<file path="src/rtl/trng_crngt.sv">
// Continuous repeated-sample test: each collector sample is compared with the previous one.
// Define CRNGT_ERR_CNT_EN to build the saturating failure counter behind crngt_err_cnt.
module trng_crngt #(
    parameter int DATA_W = 16
) (
    input  logic              rng_clk,
    input  logic              rst_n,
    input  logic              rst_trng_logic,
    input  logic              collector_valid,
    input  logic [DATA_W-1:0] collector_data,
    input  logic              trng_crngt_bypass,
    input  logic              accum_enough_bits,
    input  logic              err_clr,
    output logic              crngt_valid,
    output logic [DATA_W-1:0] crngt_data,
    output logic              curr_test_err,
    output logic              crngt_err,
    output logic [7:0]        crngt_err_cnt
);

    typedef enum logic {
        PRIME = 1'b0,
        ARMED = 1'b1
    } state_t;

    state_t            r_state;
    logic [DATA_W-1:0] r_ref_q;
    logic [DATA_W-1:0] r_data_p0;
    logic              r_valid_p0;
    logic              r_test_err_p0;
    logic              r_err;

    // A soft reset or bypass swallows the sample before it reaches the test.
    logic w_sample;
    logic w_match;
    logic w_fail;

    assign w_sample = collector_valid && !trng_crngt_bypass && !rst_trng_logic;
    assign w_match  = (collector_data == r_ref_q);
    assign w_fail   = w_sample && (r_state == ARMED) && w_match;

    always_ff @(posedge rng_clk or negedge rst_n) begin
        if (!rst_n) begin
            r_state       <= PRIME;
            r_ref_q       <= '0;
            r_data_p0     <= '0;
            r_valid_p0    <= 1'b0;
            r_test_err_p0 <= 1'b0;
            r_err         <= 1'b0;
        end else if (rst_trng_logic) begin
            r_state       <= PRIME;
            r_ref_q       <= '0;
            r_data_p0     <= '0;
            r_valid_p0    <= 1'b0;
            r_test_err_p0 <= 1'b0;
            r_err         <= 1'b0;
        end else begin
            r_valid_p0    <= 1'b0;
            r_test_err_p0 <= 1'b0;
            if (err_clr) begin
                r_err <= 1'b0;
            end
            if (trng_crngt_bypass) begin
                r_state <= PRIME;
            end else if (w_sample) begin
                case (r_state)
                    PRIME: begin
                        r_ref_q <= collector_data;
                        r_state <= ARMED;
                    end
                    ARMED: begin
                        if (w_match) begin
                            // Failure drops the reference; the next sample re-primes.
                            r_test_err_p0 <= 1'b1;
                            r_err         <= 1'b1;
                            r_state       <= PRIME;
                        end else begin
                            r_ref_q <= collector_data;
                            if (!accum_enough_bits) begin
                                r_valid_p0 <= 1'b1;
                                r_data_p0  <= collector_data;
                            end
                        end
                    end
                    default: r_state <= PRIME;
                endcase
            end
        end
    end

    assign crngt_valid   = r_valid_p0;
    assign crngt_data    = r_data_p0;
    assign curr_test_err = r_test_err_p0;
    assign crngt_err     = r_err;

`ifdef CRNGT_ERR_CNT_EN
    logic [7:0] r_err_cnt;

    // Counts on the same edge that raises curr_test_err; survives the soft reset.
    always_ff @(posedge rng_clk or negedge rst_n) begin
        if (!rst_n) begin
            r_err_cnt <= '0;
        end else if (w_fail) begin
            if (r_err_cnt != 8'hFF) begin
                r_err_cnt <= r_err_cnt + 8'd1;
            end
        end else if (err_clr) begin
            r_err_cnt <= '0;
        end
    end

    assign crngt_err_cnt = r_err_cnt;
`else
    logic w_unused_fail;

    assign w_unused_fail = w_fail;
    assign crngt_err_cnt = 8'h00;
`endif

endmodule

</file>
<file path="config.mk">
export PLATFORM = sky130hd
export DESIGN_NAME = trng_crngt
export DESIGN_NICKNAME = d
export VERILOG_FILES = /design/src/rtl/trng_crngt.sv
export SDC_FILE = /design/constraint.sdc
export NUM_CORES = 1
export LEC_CHECK = 0
export CAP_MARGIN = 30
export CORE_ASPECT_RATIO = 2
export CORE_UTILIZATION = 50
export CTS_CLUSTER_SIZE = 16
export DETAILED_ROUTE_END_ITERATION = 16
export GPL_TIMING_DRIVEN = 1
export HOLD_SLACK_MARGIN = 0.03
export PLACE_DENSITY = 0.8
export SYNTH_ARGS = -nofsm -noshare
export SYNTH_HDL_FRONTEND = slang
export SYNTH_SLANG_ARGS = --single-unit
</file>
<file path="constraint.sdc">
create_clock -name rng_clk -period 2.55 [get_ports rng_clk]
set_clock_uncertainty 0.2 [all_clocks]
set_input_delay 0.51 -clock rng_clk [delete_from_list [all_inputs] [get_ports rng_clk]]
set_output_delay 0.51 -clock rng_clk [all_outputs]
set_load 0.005 [all_outputs]
</file>
======== Word level (Yosys, flattened, before mapping) ========
Cells that the tools add are included.
cells by class
  muxes and demuxes ....................... 33
  eq/ne operators ......................... 5
  bitwise operators ....................... 1
  reductions and logical operators ........ 9
operator list
  cell                                          number
  16-bit 2-to-1 mux                             10
  16-bit case mux with 2 select lines           1
  1-bit 2-to-1 mux                              21
  16-bit equality test                          1
  2-bit inequality test, second input constant  3
  5-bit AND reduction                           1
  2-bit nonzero test                            2
  3-bit inequality test, second input constant  1
  3-bit AND reduction                           1
  3-bit nonzero test                            1
  1-bit logical AND                             2
  1-bit logical NOT                             2
  1-bit case mux with 2 select lines            1
  1-bit NOT                                     1
storage, ports and cells
  word-level logic and storage cells ...... 54
  register bits ........................... 36
  input bits .............................. 23
  output and inout port bits .............. 27

======== Logic depth before layout (Yosys ltp) ========
Gate-level depths: netlist of run 1.
  word-level depth ........................ 6
  mapped depth ............................ 7
  depth with buffers taken out ............ 5

======== Worst setup path before layout of run 1 ========
Ideal clock, no wire load.
  kind .................................... input port to flip-flop
  start ................................... input port collector_data[2]
  end ..................................... register r_data_p0[10], in the netlist crngt_data[10]
  data required time ...................... 2.271 ns
  stages on the path ...................... 6
  arrival time ............................ 1.673 ns
  slack ................................... 0.597 ns
  cells stage by stage .................... xnor2_1 -> nand4_1 -> nor4_2 -> buf_2 -> nand4bb_2 -> mux2i_1
on the way
  word-level cells in the longest chain between the ends .. 3
ends and longest elaborated chain
  item                             line  source
  start, declared                  10    input logic [DATA_W-1:0] collector_data,
  16-bit equality test             39    assign w_match = (collector_data == r_ref_q);
  2-bit inequality test (no line)  n/a
  5-bit AND reduction (no line)    n/a
  end signal, assigned             81    r_data_p0 <= collector_data;
  end, declared                    28    logic [DATA_W-1:0] r_data_p0;
No other way between the ends.
A chain may end at the register's enable or synchronous reset.

======== Worst setup path in the final report of run 1 ========
  start ................................... input port collector_data[2]
  end ..................................... register r_ref_q[1]
on the way
  word-level cells in the longest chain between the ends .. 3
ends and longest elaborated chain
  item                             line  source
  16-bit equality test             39
  3-bit inequality test (no line)  n/a
  3-bit AND reduction (no line)    n/a
  end signal, assigned             68    r_ref_q <= collector_data;
  end signal, assigned             78    r_ref_q <= collector_data;
  end, declared                    27    logic [DATA_W-1:0] r_ref_q;
No other way between the ends.

==> metrics, run 1 <==
combinational share of power=0.155; WP data arrival=roughly 2.4 ns; Die Area=around 0.0045 mm^2; share of post-route cells with drive strength above 1=0.1364; required time worst endpoint=2.52 ns; port buffer count=slightly above 40; startpoint types=input port; largest net degree at the start of global routing=39; CTS clk-pin slew, worst paths=about 0.07 ns; sequential cell area=~900 um^2; Seq/Total Area, Yosys=0.4317; ordered cell list for the critical path=clkdlybuf4s50_1, xnor2_1, nand4_1, nor4_4, buf_6, and2_1, buf_4, o21ai_1; # setup viols final=0; # H-tree levels=2; antenna violations before repair=0; total of max-cap violations=0; Tightest Hold Check Type=flip-flop to flip-flop; Initial Util=0.5319; GRT Total Usage=0.2298; Die Span Y=93.37 um; Tcrit/Tclk final=0.9454; Max clock buf depth=2; Setup CP Type=input port to flip-flop; Slew Limit Fails=0; Core Area=roughly 0.0039 mm^2; worst relative slew slack=0.6310; CTS tree=done; 1st-pass router iterations=4; ant diodes=0; CP max-delay cell=clkdlybuf4s50_1; HP Start=crngt_err$_DFF_PN0_; final hold violations=0; vias in the first global route=~1600; Sequential Power Share=0.501; aggregate global routing overflow=0; max incr delay on CP=between 0.5 and 0.6 ns; 1st-iter DRT viols=46; Setup TNS Final=0 ns; DR WL/cell=about 15 um; Detail Route Antenna Nets=0; share of total power in the clock network=0.344; synth-to-layout area growth=32.43%; register bit count reported by yosys=36; synthesis warning total=0; flop2flop setup slack=about 0.40 ns; Fin Hold WS=0.2827 ns; Slew @ Worst Pin=0.5527 ns; reg2reg start=r_ref_q[14]$_DFFE_PN0P_; outcome=finished, final reports clean; WL final=approximately 4.6 mm; Critical R2R Capture=r_ref_q[1]$_DFFE_PN0P_; Fmax=approximately 410 MHz; post-layout min period=2.411 ns; Final nets=between 200 and 300; Switching Share=0.2419; DP HPWL=roughly 3.3 mm; hold endpoint=crngt_err$_DFF_PN0_; most frequent cells in the layout=41 x clkdlybuf4s50_1, 36 x dfrtp_1, 32 x nand2b_1; die width=between 40 and 50 um; Netlist cell types=23; post-synthesis cell count=around 210; commonest non-fill, non-tap cell in the layout=clkdlybuf4s50_1; total CTS buffers=5; # rows=32; clk root buf=clkbuf_8; CTS Hold Bufs=0; DR vias/cell=approximately 5.4; Sink Count=36; GPL Wtd Cong=just under 0.8; filler instances=between 300 and 400; sw power=0.2890 mW; Max FO, Critical Path=13; total via count in the routed design=around 1700; CP endpoint kind=flip-flop; PwrDens=~430 mW/mm^2; Post-Syn Area=between 0.002 and 0.0025 mm^2; clk_lat worst skew=0.29 ns; global-route wire length before repair=between 7 and 8 mm; internal power=0.9059 mW; Lkg Pwr=roughly 1.1 nW; Worst Reg-to-Reg Cells=7; Avg Cell Area, Syn=10.03 um^2; WHS Path Cells=1; maximum VDD drop=between 0.4 and 0.5 mV; Ports=50; Residual DRC=0; area occupied by multi-input gates=~0.0011 mm^2
## cells by family after synthesis
kind of cell | share of synthesized area
AO/OA/AOI/OAI | 0.09532
XOR/XNOR | 0.06714
AND/OR/NAND/NOR | 0.2590
other | 0.001797
buffers and inverters | 0.06834
multiplexers | 0.07674
flip-flops | 0.4317
## layout make-up
type | count | area share
multi-input combinational | 153 | 0.3966
timing repair buffer | 67 | 0.2218
sequential | 36 | 0.3259
clock buffer | 8 | 0.03259
tap | 51 | 0.02309
## stage by stage
step / util / setup slack, ns / total power [mW] / cell area, um^2 / instances
floorplan: - / 0.5973 / 0.7010 / 2113 / 215
global route: 0.7044 / -0.0009679 / 1.256 / 2764 / 315
finish: 0.7044 / 0.1392 / 1.195 / 2764 / 315
global placement: 0.6754 / -0.2550 / 0.7892 / 2650 / 306
CTS: 0.7012 / 0.07350 / 1.206 / 2751 / 315
detailed placement: 0.6783 / -0.2234 / 0.7921 / 2661 / 307
## worst max-delay path by stage
stage | slack [ns] | to | startpoint
floorplan | 0.60 | crngt_data[10]$_DFFE_PN0P_ | collector_data[2]
CTS | 0.07 | crngt_data[10]$_DFFE_PN0P_ | collector_data[2]
global placement | -0.26 | crngt_data[9]$_DFFE_PN0P_ | collector_data[2]
global route | -0.001 | crngt_data[10]$_DFFE_PN0P_ | collector_data[2]
detailed placement | -0.22 | crngt_data[10]$_DFFE_PN0P_ | collector_data[2]
finish | 0.14 | r_ref_q[1]$_DFFE_PN0P_ | collector_data[2]
## what timing repair did
item | 4_1_cts | 5_1_grt
resized for setup | 0 | 2
buffers inserted | 0 | 0
setup endpoints to repair | 0 | 19
## Yosys cell counts
cell / instances / area share
nand3b_1: 16 / 0.058
nor4_2: 1 / 0.0060
dfrtp_1: 36 / 0.43
buf_6: 1 / 0.0054
nand4_1: 4 / 0.012
a31oi_1: 17 / 0.051
o21ai_0: 1 / 0.0024
and2_1: 1 / 0.0030
conb_1: 1 / 0.0018
mux2i_1: 16 / 0.077
buf_2: 3 / 0.0072
nand4bb_2: 1 / 0.0078
o21ai_1: 16 / 0.038
nor2_1: 3 / 0.0054
nor2b_1: 2 / 0.0060
clkbuf_1: 13 / 0.023
and3_1: 1 / 0.0030
xnor2_1: 16 / 0.067
nand2b_1: 32 / 0.096
a21o_1: 1 / 0.0036
nor4bb_1: 1 / 0.0048
nor3b_1: 16 / 0.058
buf_4: 9 / 0.032
## flip-flops by register name (all words and copies together), names as in the netlist
| signal | count |
|---|---|
| crngt_data | 16 |
| crngt_err | 1 |
| crngt_valid | 1 |
| curr_test_err | 1 |
| r_ref_q | 16 |
| r_state | 1 |
## power by group through the flow
stage                     Combinational (mW)  Clock, mW  Sequential, mW
after floorplan                       0.0946          0           0.606
after global placement                 0.182          0           0.608
after detailed placement               0.183          0           0.609
after CTS                              0.184      0.424           0.598
after global routing                   0.202      0.453           0.600
final                                  0.185      0.411           0.599
## per-layer routing
| layer | track usage | part of all wire | up-vias |
|---|---|---|---|
| li1 | - | - | 819 |
| met1 | 0.2818 | 0.41 | 827 |
| met2 | 0.3739 | 0.53 | 54 |
| met3 | 0.04247 | 0.037 | 10 |
| met4 | 0.09722 | 0.024 | 0 |
| met5 | 0 | 0 | - |
## critical path: cells and delay by family
family / cells / cell delay, ns
AO/OA/AOI/OAI: 1 / 0.08
XOR/XNOR: 1 / 0.15
buffers and inverters: 3 / 0.91
AND/OR/NAND/NOR: 3 / 0.73
No activity file was read; power rests on OpenSTA's default activity.
==> inputs of run 2 (changes only) <==
--- a/config.mk
+++ b/config.mk
@@ -8,7 +8,6 @@
 export CAP_MARGIN = 30
 export CORE_ASPECT_RATIO = 2
 export CORE_UTILIZATION = 50
-export CTS_CLUSTER_SIZE = 16
 export DETAILED_ROUTE_END_ITERATION = 16
 export GPL_TIMING_DRIVEN = 1
 export HOLD_SLACK_MARGIN = 0.03
==> results of run 2 <==
Final layout, timing and power as in run 1 (identical DEF).
==> inputs of run 3 (changes only) <==
--- a/config.mk
+++ b/config.mk
@@ -7,6 +7,7 @@
 export LEC_CHECK = 0
 export CAP_MARGIN = 30
 export CORE_ASPECT_RATIO = 2
+export CORE_MARGIN = 10
 export CORE_UTILIZATION = 50
 export DETAILED_ROUTE_END_ITERATION = 16
 export GPL_TIMING_DRIVEN = 1
==> run 3 against run 2 <==
Net effect:
- register-to-register slack improved by 0.05 ns
- count of clock-buffer cells in the layout decreased by 3
- sequential cell count unchanged
==> metrics, run 3 (synthesis gave the netlist of run 1 again) <==
vias in the first global route=~1800; global-route wire length before repair=between 8 and 9 mm; Setup WS post-layout=0.1621 ns; total of max-cap violations=0; DR WL/cell=15.31 um; Setup WS pre-CTS=-0.1223 ns; post-layout min period=approximately 2.4 ns; Die Span Y=around 110 um; Setup CP Type=input port to flip-flop; Initial Util=0.5106; CTS clk-pin slew, worst paths=roughly 0.070 ns; Residual DRC=0; CTS Hold Bufs=0; # rows=33; DR vias/cell=about 5.3; 1st-pass router iterations=4; startpoint types=input port; CTS tree=done; synth-to-layout area growth=32.55%; Core Area=just over 0.004 mm^2; Slew Limit Fails=0; GRT Total Usage=0.1423; hold endpoint=crngt_err$_DFF_PN0_; total CTS buffers=5; CP endpoint kind=flip-flop; Tcrit/Tclk final=0.9364; flop2flop setup slack=roughly 0.45 ns; most frequent cells in the layout=41 x clkdlybuf4s50_1, 36 x dfrtp_1, 32 x nand2b_1; clk_lat worst skew=0.29 ns; Sink Count=36; final hold violations=0; antenna violations before repair=0; Max clock buf depth=2; commonest non-fill, non-tap cell in the layout=clkdlybuf4s50_1; # setup viols final=0; aggregate global routing overflow=0; PwrDens=between 400 and 500 mW/mm^2; outcome=finished, final reports clean; clk root buf=clkbuf_8; total via count in the routed design=~1700; postcts setup bufs=0; Tightest Hold Check Type=flip-flop to flip-flop; Ports=50; Detail Route Antenna Nets=0; share of post-route cells with drive strength above 1=0.1472; CTS resizes=0; HP Start=crngt_err$_DFF_PN0_; largest net degree at the start of global routing=37; port buffer count=41; Fmax=approximately 420 MHz; RSZ-0062 raised after global routing=no; Final nets=287; maximum VDD drop=0.4289 mV; WP data arrival=around 2.4 ns; 1st-iter DRT viols=45; WHS Path Cells=1; Die Area=around 0.0073 mm^2; Final Total Pwr=~1.2 mW; Worst Reg-to-Reg Cells=7; Max FO, Critical Path=7; required time worst endpoint=between 2 and 3 ns; Lkg Pwr=between 1 and 1.5 nW; ant diodes=0; Critical R2R Capture=r_ref_q[12]$_DFFE_PN0P_; reg2reg start=r_ref_q[15]$_DFFE_PN0P_; # H-tree levels=2; WL final=4.854 mm; GPL Wtd Cong=~0.82; die width=65.69 um; DP HPWL=around 3.7 mm
-- run 3: cell count changes in the layout (fill, tap and decap cells not counted) --
cell	before	now
buf_12	0	1
buf_4	24	26
buf_6	2	0
clkbuf_1	2	0
clkbuf_8	6	5
clkinv_2	0	2
clkinv_4	0	1
nor4_2	0	1
nor4_4	1	0
-- run 3: worst max-delay path by stage --
stage | start | to | slack, ns | cells after the start
after floorplan | collector_data[2] | crngt_data[10]$_DFFE_PN0P_ | 0.60 | 6
after global placement | collector_data[10] | r_ref_q[12]$_DFFE_PN0P_ | -0.08 | 8
after detailed placement | collector_data[10] | r_ref_q[12]$_DFFE_PN0P_ | -0.12 | 8
after CTS | collector_data[10] | r_ref_q[12]$_DFFE_PN0P_ | 0.16 | 8
after global routing | collector_data[3] | r_ref_q[12]$_DFFE_PN0P_ | 0.02 | 8
final | collector_data[15] | r_ref_q[12]$_DFFE_PN0P_ | 0.16 | 8
-- run 3: cell type report --
type	count	area, um^2
Sequential cell	36	900.9
Tap cell	52	65.06
Fill cell	335	1321
Multi-Input combinational cell	153	1087
Clock buffer	5	68.82
Clock inverter	3	18.77
Timing Repair Buffer	68	625.6
-- run 3: where the power goes --
part	internal [mW]	switching [mW]	total, mW
Combinational	0.0995	0.0828	0.182
Clock	0.190	0.213	0.403
Sequential	0.585	0.0128	0.598
-- run 3: routing by layer --
layer | up-vias | wire (um) | GRT usage | part of all wire
li1 | 820 | - | - | -
met1 | 799 | 2002 | 0.1657 | 0.41
met2 | 42 | 2477 | 0.2361 | 0.51
met3 | 8 | 264 | 0.03514 | 0.054
met4 | 0 | 109 | 0.06034 | 0.022
met5 | - | 0 | 0 | 0
-- run 3: through the flow --
stage / std cells / hold WS, ns / TNS (ns) / util / instance area [um^2]
3_3_place_gp: 309 / 0.2635 / -1.776 / 0.6553 / 2679
4_1_cts: 317 / 0.2880 / 0 / 0.6768 / 2766
5_1_grt: 317 / 0.3113 / 0 / 0.6768 / 2766
2_1_floorplan: 215 / 0.01441 / 0 / - / 2113
3_5_place_dp: 309 / 0.2722 / -2.688 / 0.6553 / 2679
6_report: 317 / 0.2799 / 0 / 0.6768 / 2766
-- run 3: worst max-delay path, stage by stage --
cell	delay (ns)
clkdlybuf4s50_1	0.52
xnor2_1	0.16
nand4_1	0.19
nor4_2	0.34
buf_4	0.22
and2_1	0.18
buf_4	0.17
o21ai_1	0.08
